==> config.mk <==
export PLATFORM = sky130hd
export DESIGN_NAME = score_display_driver
export DESIGN_NICKNAME = d
export VERILOG_FILES = /design/src/rtl/score_display_driver.sv
export SDC_FILE = /design/constraint.sdc
export NUM_CORES = 1
export LEC_CHECK = 0
export ABC_CLOCK_PERIOD_IN_PS = 2600
export CORE_UTILIZATION = 50
export CTS_BUF_LIST = sky130_fd_sc_hd__clkbuf_4
export DETAILED_ROUTE_END_ITERATION = 10
export PLACE_DENSITY = 0.71
export SLEW_MARGIN = 20
export SYNTH_ARGS = -nofsm -noshare
export SYNTH_HDL_FRONTEND = slang
export SYNTH_SLANG_ARGS = --single-unit
==> constraint.sdc <==
create_clock -name clkIn -period 2.6 [get_ports clkIn]
set_input_delay 0.52 -clock clkIn [delete_from_list [all_inputs] [get_ports clkIn]]
set_output_delay 0.52 -clock clkIn [all_outputs]
set_load 0.05 [all_outputs]
==> src/rtl/score_display_driver.sv <==
// ---------------------------------------------------------------------------
// score_display_driver
//
// Converts the binary game score to two BCD digits with a sequential
// double-dabble FSM. It also drives a 4-digit, active-low, time-multiplexed
// 7-segment display. Digits 1:0 show the live score. Digits 3:2 are blank,
// or show the high score when SCORE_DISPLAY_HIGH_SCORE_EN is defined.
//
// Optional feature macro: SCORE_DISPLAY_HIGH_SCORE_EN
//   defined   -> high-score register, its own BCD conversion, shown on digits 3:2
//   undefined -> digits 3:2 stay blank
//
// Ports:
//   clkIn        in   system clock
//   reset        in   asynchronous, active-high reset
//   score        in   binary score from the score counter (SCORE_W bits)
//   game_active  in   high while a game is running (used only for the high score)
//   anode        out  digit enables, active low, at most one bit low
//   seg          out  segments {g,f,e,d,c,b,a}, active low
//   score_bcd    out  committed BCD score {tens,ones}
//   busy         out  high while a conversion is in flight
//   bcd_valid    out  one-cycle pulse on each BCD commit
// ---------------------------------------------------------------------------
module score_display_driver #(
  parameter int SCORE_W     = 6,
  parameter int REFRESH_DIV = 100000
) (
  input  logic               clkIn,
  input  logic               reset,
  input  logic [SCORE_W-1:0] score,
  input  logic               game_active,
  output logic [3:0]         anode,
  output logic [6:0]         seg,
  output logic [7:0]         score_bcd,
  output logic               busy,
  output logic               bcd_valid
);

  localparam int SR_W  = 8 + SCORE_W;
  localparam int CNT_W = $clog2(SCORE_W + 1);
  localparam int REF_W = (REFRESH_DIV > 1) ? $clog2(REFRESH_DIV) : 1;
  localparam logic [REF_W-1:0] REF_LAST = REF_W'(REFRESH_DIV - 1);
  localparam logic [CNT_W-1:0] ITERS    = CNT_W'(SCORE_W);

  typedef enum logic [1:0] {S_IDLE, S_LOAD, S_SHIFT, S_COMMIT} state_t;

  state_t             state, next_state;
  logic [SCORE_W-1:0] last_score;
  logic [SR_W-1:0]    shift_reg, adj_reg;
  logic [CNT_W-1:0]   iter_cnt;
  logic               load_en, shift_en, commit_en, pick_hs;
  logic               live_mismatch, hs_mismatch;
  logic [SCORE_W-1:0] load_value;
  logic               conv_hs;
  logic [REF_W-1:0]   refresh_cnt;
  logic [1:0]         digit_sel;
  logic [6:0]         digit_seg;

  function automatic logic [6:0] seg_decode(input logic [3:0] d);
    case (d)
      4'd0:    seg_decode = 7'h40;
      4'd1:    seg_decode = 7'h79;
      4'd2:    seg_decode = 7'h24;
      4'd3:    seg_decode = 7'h30;
      4'd4:    seg_decode = 7'h19;
      4'd5:    seg_decode = 7'h12;
      4'd6:    seg_decode = 7'h02;
      4'd7:    seg_decode = 7'h78;
      4'd8:    seg_decode = 7'h00;
      4'd9:    seg_decode = 7'h10;
      default: seg_decode = 7'h7F;
    endcase
  endfunction

  // A tens digit of zero is blanked so that single-digit scores look natural.
  function automatic logic [6:0] tens_decode(input logic [3:0] d);
    tens_decode = (d == 4'd0) ? 7'h7F : seg_decode(d);
  endfunction

`ifdef SCORE_DISPLAY_HIGH_SCORE_EN
  logic [SCORE_W-1:0] high_score, last_high;
  logic [7:0]         high_bcd;
  logic               game_active_d;
  logic               conv_hs_q;

  assign hs_mismatch = (high_score != last_high);
  assign conv_hs     = conv_hs_q;

  // The high score is captured on the falling edge of game_active and is
  // cleared only by reset. Its BCD copy is committed by the shared FSM.
  // conv_hs_q remembers which source the current conversion belongs to.
  always_ff @(posedge clkIn or posedge reset) begin
    if (reset) begin
      high_score    <= '0;
      last_high     <= '0;
      high_bcd      <= 8'h00;
      game_active_d <= 1'b0;
      conv_hs_q     <= 1'b0;
    end else begin
      game_active_d <= game_active;
      if (game_active_d && !game_active && (score > high_score))
        high_score <= score;
      if (state == S_IDLE)
        conv_hs_q <= pick_hs;
      if (load_en && conv_hs_q)
        last_high <= high_score;
      if (commit_en && conv_hs_q)
        high_bcd <= shift_reg[SR_W-1 -: 8];
    end
  end

  assign load_value = conv_hs ? high_score : score;
`else
  logic unused_game_active;
  assign unused_game_active = game_active;
  assign hs_mismatch        = 1'b0;
  assign conv_hs            = 1'b0;
  assign load_value         = score;
`endif

  assign live_mismatch = (score != last_score);

  always_ff @(posedge clkIn or posedge reset) begin
    if (reset) state <= S_IDLE;
    else       state <= next_state;
  end

  always_comb begin
    next_state = state;
    case (state)
      S_IDLE:   if (live_mismatch || hs_mismatch) next_state = S_LOAD;
      S_LOAD:   next_state = S_SHIFT;
      S_SHIFT:  if (iter_cnt == CNT_W'(1)) next_state = S_COMMIT;
      S_COMMIT: next_state = S_IDLE;
      default:  next_state = S_IDLE;
    endcase
  end

  // The live score wins over the high score when both need converting.
  always_comb begin
    load_en   = (state == S_LOAD);
    shift_en  = (state == S_SHIFT);
    commit_en = (state == S_COMMIT);
    pick_hs   = (state == S_IDLE) && !live_mismatch && hs_mismatch;
  end

  // Double-dabble correction: add 3 to any BCD nibble of 5 or more before shifting.
  always_comb begin
    adj_reg = shift_reg;
    if (shift_reg[SR_W-1 -: 4] >= 4'd5)
      adj_reg[SR_W-1 -: 4] = shift_reg[SR_W-1 -: 4] + 4'd3;
    if (shift_reg[SR_W-5 -: 4] >= 4'd5)
      adj_reg[SR_W-5 -: 4] = shift_reg[SR_W-5 -: 4] + 4'd3;
  end

  always_ff @(posedge clkIn or posedge reset) begin
    if (reset) begin
      last_score <= '0;
      shift_reg  <= '0;
      iter_cnt   <= '0;
      score_bcd  <= 8'h00;
      busy       <= 1'b0;
      bcd_valid  <= 1'b0;
    end else begin
      bcd_valid <= 1'b0;
      if (load_en) begin
        shift_reg <= {8'b0, load_value};
        iter_cnt  <= ITERS;
        busy      <= 1'b1;
        if (!conv_hs) last_score <= score;
      end
      if (shift_en) begin
        shift_reg <= {adj_reg[SR_W-2:0], 1'b0};
        iter_cnt  <= iter_cnt - 1'b1;
      end
      if (commit_en) begin
        if (!conv_hs) score_bcd <= shift_reg[SR_W-1 -: 8];
        bcd_valid <= 1'b1;
        busy      <= 1'b0;
      end
    end
  end

  // Segment pattern for the slot that digit_sel currently points at.
  always_comb begin
    digit_seg = 7'h7F;
    case (digit_sel)
      2'd0: digit_seg = seg_decode(score_bcd[3:0]);
      2'd1: digit_seg = tens_decode(score_bcd[7:4]);
`ifdef SCORE_DISPLAY_HIGH_SCORE_EN
      2'd2: digit_seg = seg_decode(high_bcd[3:0]);
      2'd3: digit_seg = tens_decode(high_bcd[7:4]);
`else
      2'd2: digit_seg = 7'h7F;
      2'd3: digit_seg = 7'h7F;
`endif
      default: digit_seg = 7'h7F;
    endcase
  end

  // anode and seg are registered from the same digit_sel value, so they
  // always switch together and never show a glitched mix of digits.
  always_ff @(posedge clkIn or posedge reset) begin
    if (reset) begin
      refresh_cnt <= '0;
      digit_sel   <= 2'd0;
      anode       <= 4'b1111;
      seg         <= 7'h7F;
    end else begin
      if (refresh_cnt == REF_LAST) begin
        refresh_cnt <= '0;
        digit_sel   <= digit_sel + 2'd1;
      end else begin
        refresh_cnt <= refresh_cnt + 1'b1;
      end
      anode <= ~(4'b0001 << digit_sel);
      seg   <= digit_seg;
    end
  end

endmodule

==> run summary, run 1 <==
Synthesis
- fraction of registers with async set or reset after synthesis: 100%
- Synth Cell Area: 3380 sq um
- main flop type after synthesis: sky130_fd_sc_hd__dfrtp_1
- Synth warnings: 0
- top-count cell post-synth: sky130_fd_sc_hd__dfrtp_1
- Post-synth top cells: 54 x sky130_fd_sc_hd__dfrtp_1, 30 x sky130_fd_sc_hd__nor2_1, 27 x sky130_fd_sc_hd__ha_1, 24 x sky130_fd_sc_hd__inv_1
- Avg Synthesized Cell Area: 10.4 sq um
- number of distinct library cells after synthesis: 40
- area fraction of the dominant cell type after synthesis: 40.0%
- number of enable-type register cells in the synthesized netlist: 0
- number of instances in the synthesized netlist: 324
- sequential element share of the synthesized area: 48.6%
- top cells by area in the synthesized netlist: sky130_fd_sc_hd__dfrtp_1 40%, sky130_fd_sc_hd__ha_1 10%, sky130_fd_sc_hd__dfstp_2 8.6%
- number of storage elements in the synthesis netlist: 65
- Mapped Nets: 360
- library cell with the largest summed area after synthesis: sky130_fd_sc_hd__dfrtp_1

Timing
- hold violation total from the final report: 0
- worst slew margin relative to its limit: 51.1%
- TNS Setup: 0 ps
- slew at the pin with the worst max-slew slack: 729 ps
- Worst Clk Skew: 14.5 ps
- RSZ-0062 raised after global routing: no
- Final Max Slew Viols: 0
- final setup violating endpoints: 0
- Peak Freq: 422 MHz
- final worst path period share: 91.1%
- final critical path time including I/O delays and setup: 2370 ps
- post-route worst setup slack: 232 ps

CTS
- H-tree levels: 3
- CTS tree: built
- cell chosen for the clock root: sky130_fd_sc_hd__clkbuf_4
- Num CTS Buffers: 9
- postcts setup bufs: 0
- Resize count post-CTS: 0
- clock sink count: 65
- post-CTS clock slew at the launch and capture registers of the worst setup and hold paths: 110 ps
- clk_lat worst skew: 410 ps
- CTS max path bufs: 2
- total of hold buffers inserted after clock tree synthesis: 0

Finish
- storage element area: 1640 sq um
- ant diodes: 0
- layout net count: 391
- fillcell total: 555
- P&R area growth vs syn: 14.9%
- Multi-input gate area: 1590 sq um
- fraction of final layout cells sized beyond drive strength 1: 13.9%
- Largest register FFs: 17

Setup path
- combined buffer and inverter count along the critical path: 1
- cell family contributing the most delay on the critical path: buffers and inverters
- worst setup path category: reg2out
- WP data arrival: 1850 ps
- Worst setup SP type: flip-flop
- nature of the critical path endpoint: primary output
- CP max FO: 14
- crit-path cells: clkdlybuf4s50_1
- cell with the largest stage delay on the worst path: sky130_fd_sc_hd__clkdlybuf4s50_1
- WP data required: 2080 ps
- delay of the slowest cell on the worst path: 880 ps

Pwr
- switching power as a share of total power: 39.9%
- reported leakage power: 0.00167 uW
- total net switching power: 1430 uW
- Clk network pwr share: 18.9%
- combinational cell fraction of total power: 41.2%
- Worst VDD drop: 0.000721 V
- ratio of total power to cell area: 922 nW/um^2
- Internal Dissipation: 2150 uW
- sequential power share: 39.9%

Global routing
- pin count of the biggest net entering global routing: 44
- wire length of the first global-routing pass: 10.1 mm
- Congestion Overflow GR: 0
- number of global-route vias before repair: 2226
- initial antenna violation count: 0
- total global-route track usage: 18.5%

Detailed routing
- DR WL/cell: 13.5 um
- DRC violation total after the first TritonRoute iteration: 187
- DR pass1 iterations: 7
- DRC: 4
- post-route antenna net violation count: 0
- routed via count: 2372
- post-detailed-route via-to-cell ratio: 5.43
- total wirelength of the detailed-routed design: 5.89 mm

Place
- number of buffers inserted by port buffering: 28
- Final GP Congestion: 0.818
- worst slack, placed: 580 ps
- HPWL after detailed placement: 4.17 mm

Floorplan
- Die Footprint: 7090 sq um
- Core Footprint: 6420 sq um
- Starting Density: 52.6%
- die span in y: 84.2 um
- width of the die: 84.2 um
- number of ports placed on the die boundary: 30
- count of standard-cell rows: 29

Status
- status: finished, violations left
- violations in the final reports: DRC

Flow run
- max capacitance violation total: 0

Worst hold path
- worst min-delay path class: in2async

final cells by class:
type | count | share of cell area, %
flip-flops and latches | 65 | 42.2
multi-input cells | 222 | 40.9
repair buffers | 33 | 8.51
well taps | 77 | 2.48
inverters | 24 | 2.32
clock inverters | 7 | 1.84
clock buffers | 9 | 1.74
cells in the final DEF (no fill, tap or decap), types with 2 or more instances in the layout:
master,n
sky130_fd_sc_hd__a21oi_1,22
sky130_fd_sc_hd__a22oi_1,2
sky130_fd_sc_hd__and4_1,4
sky130_fd_sc_hd__buf_4,4
sky130_fd_sc_hd__clkbuf_4,9
sky130_fd_sc_hd__clkdlybuf4s50_1,28
sky130_fd_sc_hd__clkinv_2,2
sky130_fd_sc_hd__clkinvlp_4,3
sky130_fd_sc_hd__dfrtp_1,54
sky130_fd_sc_hd__dfstp_2,11
sky130_fd_sc_hd__ha_1,27
sky130_fd_sc_hd__inv_1,23
sky130_fd_sc_hd__mux2_2,15
sky130_fd_sc_hd__mux2i_1,5
sky130_fd_sc_hd__nand2_1,16
sky130_fd_sc_hd__nand2b_1,4
sky130_fd_sc_hd__nand3_1,10
sky130_fd_sc_hd__nand3b_1,2
sky130_fd_sc_hd__nand4_1,9
sky130_fd_sc_hd__nor2_1,30
sky130_fd_sc_hd__nor2b_1,3
sky130_fd_sc_hd__nor3_1,4
sky130_fd_sc_hd__nor4_1,2
sky130_fd_sc_hd__o21ai_0,22
sky130_fd_sc_hd__o22ai_1,5
sky130_fd_sc_hd__o31ai_1,2
sky130_fd_sc_hd__xnor2_1,19
sky130_fd_sc_hd__xor2_1,6
metal layers:
layer	wire length (um)	global-route usage (%)	vias up
met5	0	0	-
met4	123	10.3	0
met3	206	3.54	11
met2	2840	30.2	45
met1	2710	23.2	1137
li1	-	-	1179
final timing paths:
check	from	endpoint	slack, ps	cells past startpoint
worst max-delay path	score_bcd[2]	score_bcd[2]	230	1
worst min-delay path	reset	last_score[3]	450	2
min in group clkIn	shift_reg[11]	score_bcd[5]	510	2
worst max register to register	refresh_cnt[0]	digit_sel[1]	770	5
worst min register to register	shift_reg[11]	score_bcd[5]	510	2
max in group asynchronous	reset	seg[1]	1490	3
per-stage QoR:
stage	total power, uW	hold WS, ps	cell area [sq um]	std cells	utilization [%]
after floorplan	2540	453	3380	324	-
after global placement	2890	466	3740	421	58.3
after detailed placement	2940	476	3740	421	58.3
after CTS	3620	444	3880	437	60.5
after global routing	3840	495	3880	437	60.5
final	3580	445	3880	437	60.5
cell families after synthesis:
| kind of cell | share of synthesized area, % |
|---|---|
| AOI/OAI and AO/OA | 9.52 |
| xor gates and xnor gates | 6.48 |
| adders and majority gates | 10.0 |
| buffers and inverters | 4.48 |
| DFF | 48.6 |
| muxes | 6.81 |
| and+or+nand+nor | 14.1 |
power by group through the flow:
stage	clock network (uW)	logic [uW]	registers, uW
after detailed placement	0	1490	1450
after CTS	696	1490	1430
final	676	1480	1430
after global placement	0	1450	1440
after floorplan	0	910	1630
after global routing	743	1640	1460
Note: power is estimated with default switching activity, not from simulation.
==> run 2, diff against run 1 <==
--- a/config.mk
+++ b/config.mk
@@ -8,6 +8,7 @@
 export ABC_CLOCK_PERIOD_IN_PS = 2600
 export CORE_UTILIZATION = 50
 export CTS_BUF_LIST = sky130_fd_sc_hd__clkbuf_4
+export CTS_CLUSTER_SIZE = 28
 export DETAILED_ROUTE_END_ITERATION = 10
 export PLACE_DENSITY = 0.71
 export SLEW_MARGIN = 20
==> results of run 2 <==
No change in the layout: final DEF, timing and power equal those of run 1.
